## src/rtl/fp32_addtree_normalize_pkg.sv

```systemverilog
// Shared FP32 constants and default widths for the adder-tree normalize stage.
// Latency: n/a (constants only).
// Backpressure: n/a.
package fp32_addtree_normalize_pkg;

  localparam int          FP32_BIAS      = 127;
  localparam int          FP32_EXP_INF   = 2 * FP32_BIAS + 1;
  localparam logic [31:0] FP32_QNAN      = 32'h7FC00000;
  localparam logic [31:0] FP32_PINF      = 32'h7F800000;
  localparam logic [31:0] FP32_NINF      = 32'hFF800000;
  localparam int          FRAC_BITS_DEF  = 26;
  localparam int          FULL_SUM_WIDTH = 30;

endpackage

```

## src/rtl/fp32_addtree_normalize_lzc.sv

```systemverilog
// Combinational leading-zero counter with all-zero flag.
// Latency: 0 cycles (pure combinational).
// Backpressure: n/a.
module fp32_lzc #(
  parameter int W  = 32,
  parameter int CW = $clog2(W + 1)
) (
  input  logic [W-1:0]  din,
  output logic [CW-1:0] cnt,
  output logic          all_zero
);

  // Scan upward so the highest set bit is the last (winning) assignment.
  always_comb begin
    cnt = CW'(W);
    for (int i = 0; i < W; i++) begin
      if (din[i]) cnt = CW'(W - 1 - i);
    end
    all_zero = (din == '0);
  end

endmodule

```

## src/rtl/fp32_addtree_normalize.sv

```systemverilog
// Normalize, round-to-nearest-even and pack the tree sum into one FP32 result.
// Latency: 3 cycles from input transfer to out_valid; 1 result per cycle.
// Backpressure: per-stage valid/ready, empty stages fill without waiting for out_ready.
module fp32_addtree_normalize
  import fp32_addtree_normalize_pkg::*;
#(
  parameter int WIDTH     = FULL_SUM_WIDTH,
  parameter int FRAC_BITS = FRAC_BITS_DEF
) (
  input  logic             clk,
  input  logic             rst_n,
  input  logic             in_valid,
  output logic             in_ready,
  input  logic [WIDTH+1:0] in_sum,
  input  logic [7:0]       in_exp_max,
  input  logic             in_nan,
  input  logic             in_pinf,
  input  logic             in_ninf,
  output logic             out_valid,
  input  logic             out_ready,
  output logic [31:0]      out_result
);

  localparam int SW = WIDTH + 2;
  localparam int CW = $clog2(SW + 1);
  localparam logic signed [9:0] EXP_INF_S = 10'(FP32_EXP_INF);

  logic v1, v2, v3;
  logic load1, load2, load3;

  // Stage 1 registers: sign/magnitude split
  logic          s1_sign;
  logic [SW-1:0] s1_mag;
  logic [7:0]    s1_exp;
  logic          s1_nan, s1_pinf, s1_ninf;

  // Stage 2 registers: normalized magnitude
  logic               s2_sign;
  logic [SW-1:0]      s2_norm;
  logic signed [9:0]  s2_exp;
  logic               s2_zero;
  logic               s2_nan, s2_pinf, s2_ninf;

  assign load3     = ~v3 | out_ready;
  assign load2     = ~v2 | load3;
  assign load1     = ~v1 | load2;
  assign in_ready  = load1;
  assign out_valid = v3;

  // Valid bits advance every cycle; a non-loading stage keeps its beat.
  always_ff @(posedge clk or negedge rst_n) begin
    if (!rst_n) begin
      v1 <= 1'b0;
      v2 <= 1'b0;
      v3 <= 1'b0;
    end else begin
      if (load1) v1 <= in_valid;
      if (load2) v2 <= v1;
      if (load3) v3 <= v2;
    end
  end

  // S1: absolute value; SW-bit unsigned negate keeps the most negative sum exact.
  always_ff @(posedge clk or negedge rst_n) begin
    if (!rst_n) begin
      s1_sign <= 1'b0;
      s1_mag  <= '0;
      s1_exp  <= '0;
      s1_nan  <= 1'b0;
      s1_pinf <= 1'b0;
      s1_ninf <= 1'b0;
    end else if (load1) begin
      s1_sign <= in_sum[SW-1];
      s1_mag  <= in_sum[SW-1] ? (~in_sum + 1'b1) : in_sum;
      s1_exp  <= in_exp_max;
      s1_nan  <= in_nan;
      s1_pinf <= in_pinf;
      s1_ninf <= in_ninf;
    end
  end

  logic [CW-1:0] lz;
  logic          mag_zero;

  fp32_lzc #(.W(SW)) u_lzc (
    .din      (s1_mag),
    .cnt      (lz),
    .all_zero (mag_zero)
  );

  // S2: shift MSB to the top; exponent = exp_max + (SW-1-lz) - FRAC_BITS.
  always_ff @(posedge clk or negedge rst_n) begin
    if (!rst_n) begin
      s2_sign <= 1'b0;
      s2_norm <= '0;
      s2_exp  <= '0;
      s2_zero <= 1'b0;
      s2_nan  <= 1'b0;
      s2_pinf <= 1'b0;
      s2_ninf <= 1'b0;
    end else if (load2) begin
      s2_sign <= s1_sign;
      s2_norm <= s1_mag << lz;
      s2_exp  <= $signed({2'b00, s1_exp} + 10'(SW - 1 - FRAC_BITS) - 10'(lz));
      s2_zero <= mag_zero;
      s2_nan  <= s1_nan;
      s2_pinf <= s1_pinf;
      s2_ninf <= s1_ninf;
    end
  end

  logic              guard, sticky, lsb, round_up, carry;
  logic [22:0]       frac;
  logic signed [9:0] exp_fin;
  logic [31:0]       result;

  // S3: round to nearest even, then apply special/overflow/underflow priority.
  always_comb begin
    lsb      = s2_norm[SW-24];
    guard    = s2_norm[SW-25];
    sticky   = |s2_norm[SW-26:0];
    round_up = guard & (sticky | lsb);
    carry    = round_up & (&s2_norm[SW-1 -: 24]);
    // All-ones mantissa wraps the fraction to zero, which is the carry case.
    frac     = s2_norm[SW-2 -: 23] + 23'(round_up);
    exp_fin  = carry ? (s2_exp + 10'sd1) : s2_exp;
    if (s2_nan || (s2_pinf && s2_ninf)) result = FP32_QNAN;
    else if (s2_pinf)                   result = FP32_PINF;
    else if (s2_ninf)                   result = FP32_NINF;
    else if (s2_zero)                   result = 32'h0;
    else if (exp_fin >= EXP_INF_S)      result = {s2_sign, 8'hFF, 23'd0};
    else if (exp_fin <= 10'sd0)         result = {s2_sign, 31'd0};
    else                                result = {s2_sign, exp_fin[7:0], frac};
  end

  // Output register holds while downstream stalls.
  always_ff @(posedge clk or negedge rst_n) begin
    if (!rst_n) out_result <= 32'h0;
    else if (load3 && v2) out_result <= result;
  end

endmodule
```

## config.mk

```make
export PLATFORM = sky130hd
export DESIGN_NAME = fp32_addtree_normalize
export DESIGN_NICKNAME = d
export VERILOG_FILES = /design/src/rtl/fp32_addtree_normalize_pkg.sv /design/src/rtl/fp32_addtree_normalize_lzc.sv /design/src/rtl/fp32_addtree_normalize.sv
export SDC_FILE = /design/constraint.sdc
export NUM_CORES = 1
export LEC_CHECK = 0
export CORE_MARGIN = 10
export CORE_UTILIZATION = 30
export DETAILED_ROUTE_END_ITERATION = 10
export PLACE_DENSITY = 0.44
export SLEW_MARGIN = 20
export SYNTH_ARGS = -nofsm -noshare
export SYNTH_HDL_FRONTEND = slang
export SYNTH_HIERARCHICAL = 1
export SYNTH_SLANG_ARGS = --single-unit
```

## constraint.sdc

```tcl
create_clock -name clk -period 4.2 [get_ports clk]
set_clock_uncertainty 0.1 [all_clocks]
set_input_delay 0.42 -clock clk [delete_from_list [all_inputs] [get_ports clk]]
set_output_delay 0.42 -clock clk [all_outputs]
set_load 0.02 [all_outputs]
```

==> summary.log <==
[setup_path] most used cell along the critical path inv_1
[yosys] top cells by area, synth dfrtp_1, mux4_2, xor2_1
[global_route] met1 Use GR 0.199
[final_layout] area delta synth->final 21.7%
[sta] worst hold slack after final layout 0.374 ns
[final_layout] fraction of final layout cells with drive strength greater than 1 0.151
[routing] antenna viol nets, final 0
[pwr] Leakage Power 4.18 nW
[floorplanning] initial core utilization 0.305
[pwr] total power of the final layout 5.19 mW
[routing] drt total wl 24,400 µm
[setup_path] biggest cell delay along the critical path 0.52 ns
[global_route] total global-route track usage 0.140
[floorplanning] number of top-level pins 81
[sta] worst relative slew slack 0.431
[setup_path] slowest cell on the critical path dfrtp_1
[routing] detailed router's first-iteration violation count 462
[routing] number of remaining DRC errors 0
[setup_path] kind of start point of the critical path flop
[yosys] compound-gate portion of the synthesized area 0.177
[sta] max-slew violation total from the final report 0
[placement] worst setup slack after placement 0.545 ns
[yosys] synthesized-area fraction occupied by and/or/nand/nor cells 0.180
[global_route] maximum number of pins on one net before global-route repair 80
[pwr] power per cell area 502 nW/µm²
[yosys] register bit total from synthesis 126
[global_route] GRT Max-Usage Layer met2
[yosys] parity-gate share of the synthesized area counting xor and xnor cells 0.0690
[cts] maximum buffer depth of the clock tree 2
[yosys] largest area contributor in the synthesized netlist dfrtp_1
[floorplanning] row cnt 61
[yosys] most common cell in the synthesized netlist dfrtp_1
[floorplanning] Die Wd 188 µm
[sta] final number of hold-violating endpoints 0
[sta] top achievable clock speed 274 MHz
[floorplanning] die extent in y 188 µm
[sta] Final Setup Violations 0
[setup_path] critical path class flop to flop
[pwr] highest ir drop seen on vdd 265 µV
[final_layout] nets@finish 1,029
[floorplanning] area of the die 35,400 µm²
[sta] slew at the pin closest to its max-slew limit 0.851 ns
[yosys] Net Count, Synth 960
[setup_path] cells traversed along the worst timing path inv_1, a21oi_1, o21ai_0, a2111oi_0, buf_4, a221oi_4, inv_1, ha_1, ha_1, inv_1, fa_1, inv_1, a21oi_1, o21bai_1, a21o_1, a21o_1, a21boi_0, mux2_2
[yosys] post-synthesis average cell area 9.50 µm²
[cts] buffer type at the clock tree root clkbuf_16
[routing] via total after detailed routing 6,900
[setup_path] required time at the worst-slack endpoint 4.41 ns
[yosys] portion of netlist area occupied by mux cells 0.131
[placement] GP Congestion 0.800
[yosys] number of library cell types mapped by synthesis 76
[routing] average detailed-routed wire length per instance 18.0 µm
[setup_path] data arrival time of the critical path 3.85 ns
[cts] total clock buffers created by CTS 17
[yosys] EDFF count, synth 0
[flow_run] max-cap violations 0
[cts] count of cells resized by post-cts repair 0
[cts] number of sinks on the clock net 126
[cts] clk_lat worst skew 0.42 ns
[global_route] number of global-route vias before repair 6,981
[sta] Final WS setup 0.553 ns
[yosys] cell area after synthesis 8490 µm²
[yosys] sequential fraction of the synthesis area 0.371
[placement] number of input and output port buffers inserted 80
[final_layout] Cell Count, Final, Fillers Out 1,354
[global_route] global route total overflow 0
[status] status finished, final reports clean
[cts] Max H-tree Level 4
[min_path] worst min path class flop to flop
[yosys] synthesized instance count 894
[sta] portion of the clock cycle consumed by the worst path in the final layout 0.868
[sta] setup repair after global routing missed its margin false
[setup_path] Crit path max-delay family compound AO/OA/AOI/OAI gates
[final_layout] fin util 0.371
[placement] detailed placement HPWL 18,500 µm
[global_route] number of antenna violations at the first check in global routing 0
[routing] via-per-instance ratio 5.10
[global_route] met2 usage in global routing 0.209
[floorplanning] Core Region 27,900 µm²
[final_layout] finished layout cell area 10,300 µm²
[yosys] warning count from the yosys run 6
[yosys] Synth async-reset ratio 1.00
[placement] number of instances in the placed design 1,321
[yosys] largest family of logic cells by synthesized area simple AND/OR/NAND/NOR gates
[final_layout] antenna cells 0
[global_route] GRT met3 Usage 0.0282
[global_route] global-route wire length before repair 40,400 µm
[yosys] Synth Area in Adders 0.0289
[setup_path] Setup crit end kind flop
[cts] Clock transition at path regs 0.06 ns
[yosys] post-synth top area share 0.371
[sta] Final min period 3.65 ns
[sta] Setup TNS Final 0 ns
[yosys] most common flop cell mapped by yosys dfrtp_1
[cts] clock tree from TritonCTS yes
[placement] placed cell area 9710 µm²
[routing] first-pass detailed-route iteration total 5
[setup_path] Worst Path Buf+Inv 5
[yosys] top cells by count, synth dfrtp_1, nand2_1, nor2_1, a21oi_1, xor2_1
[setup_path] largest fanout on the critical path 9
-- kinds of logic (layout without fill, tap and decap cells) --
family	after synthesis	count (layout)
and+or+nand+nor	301	301
AOI/OAI and AO/OA	219	219
DFF	126	126
buffers and inverters	83	165
muxes	80	80
xor gates and xnor gates	66	66
adders and majority gates	19	19
-- layout make-up --
cell class | instances | area (µm²)
fill | 2866 | 17500
multi-input combinational | 685 | 5000
sequential | 126 | 3150
timing repair buffer | 101 | 966
tap | 378 | 473
clock buffer | 17 | 425
clock inverter | 15 | 189
inverter | 32 | 120
-- registers in the layout, indices dropped and copies added (netlist names) --
register	cells
out_result	32
out_valid	1
s1_exp	8
s1_mag	32
s1_nan	1
s1_ninf	1
s1_pinf	1
s1_sign	1
s2_exp	10
s2_nan	1
s2_ninf	1
s2_norm	32
s2_pinf	1
s2_sign	1
s2_zero	1
v1	1
v2	1
-- cell usage in the layout, fill, tap and decap left out, drive strengths merged, types with 6 or more instances in the layout --
| cell | n |
|---|---|
| or4 | 9 |
| o22a | 8 |
| mux2i | 36 |
| mux4 | 23 |
| clkdlybuf4s50 | 78 |
| nand4 | 13 |
| nand2 | 109 |
| xor2 | 52 |
| mux2 | 21 |
| o31ai | 15 |
| ha | 18 |
| o21ai | 59 |
| xnor2 | 14 |
| inv | 35 |
| nor4 | 18 |
| dfrtp | 126 |
| nor3 | 17 |
| a21o | 6 |
| a22o | 15 |
| nor2 | 69 |
| clkbuf | 17 |
| and3 | 7 |
| nand3 | 21 |
| a21oi | 68 |
| o41ai | 7 |
| buf | 22 |
| a211oi | 12 |
-- path summary, 6_finish.rpt --
kind                                start             end  slack [ns]  depth (start not counted)
hold reg to reg            out_result[18]  out_result[18]        0.37                          2
setup reg to reg               s1_mag[15]       s2_exp[9]        0.55                         18
max in group asynchronous           rst_n      s1_mag[17]        2.65                          3
hold / removal             out_result[18]  out_result[18]        0.37                          2
setup / recovery               s1_mag[15]       s2_exp[9]        0.55                         18
min in group asynchronous           rst_n  out_result[23]        0.51                          2
-- power by group --
group / total (mW) / leakage (nW) / switching, mW / internal [mW]
Sequential: 1.92 / 1.51 / 0.447 / 1.47
Combinational: 1.71 / 2.39 / 0.909 / 0.803
Clock: 1.56 / 0.288 / 0.620 / 0.943
Total: 5.19 / 4.18 / 1.98 / 3.21
-- layer usage --
layer / vias up / share of wire / wire length (µm)
li1: 3437 / - / -
met1: 3294 / 0.51 / 12400
met2: 148 / 0.44 / 10800
met3: 21 / 0.036 / 882
met4: 0 / 0.015 / 364
met5: - / 0 / 0
-- what timing repair did --
| item | 4_1_cts | 5_1_grt |
|---|---|---|
| buffers inserted | 0 | 0 |
| endpoints found under the hold margin | 6 | 0 |
| setup endpoints to repair | 0 | 0 |
| hold buffers | 1 | 0 |
-- worst min-delay path, delay by kind of cell, from the launching register on --
family | cells | cell delay, ns
AOI/OAI and AO/OA | 1 | 0.05
DFF | 1 | 0.34
and+or+nand+nor | 1 | 0.06
Power figures use the tool's default switching activity.
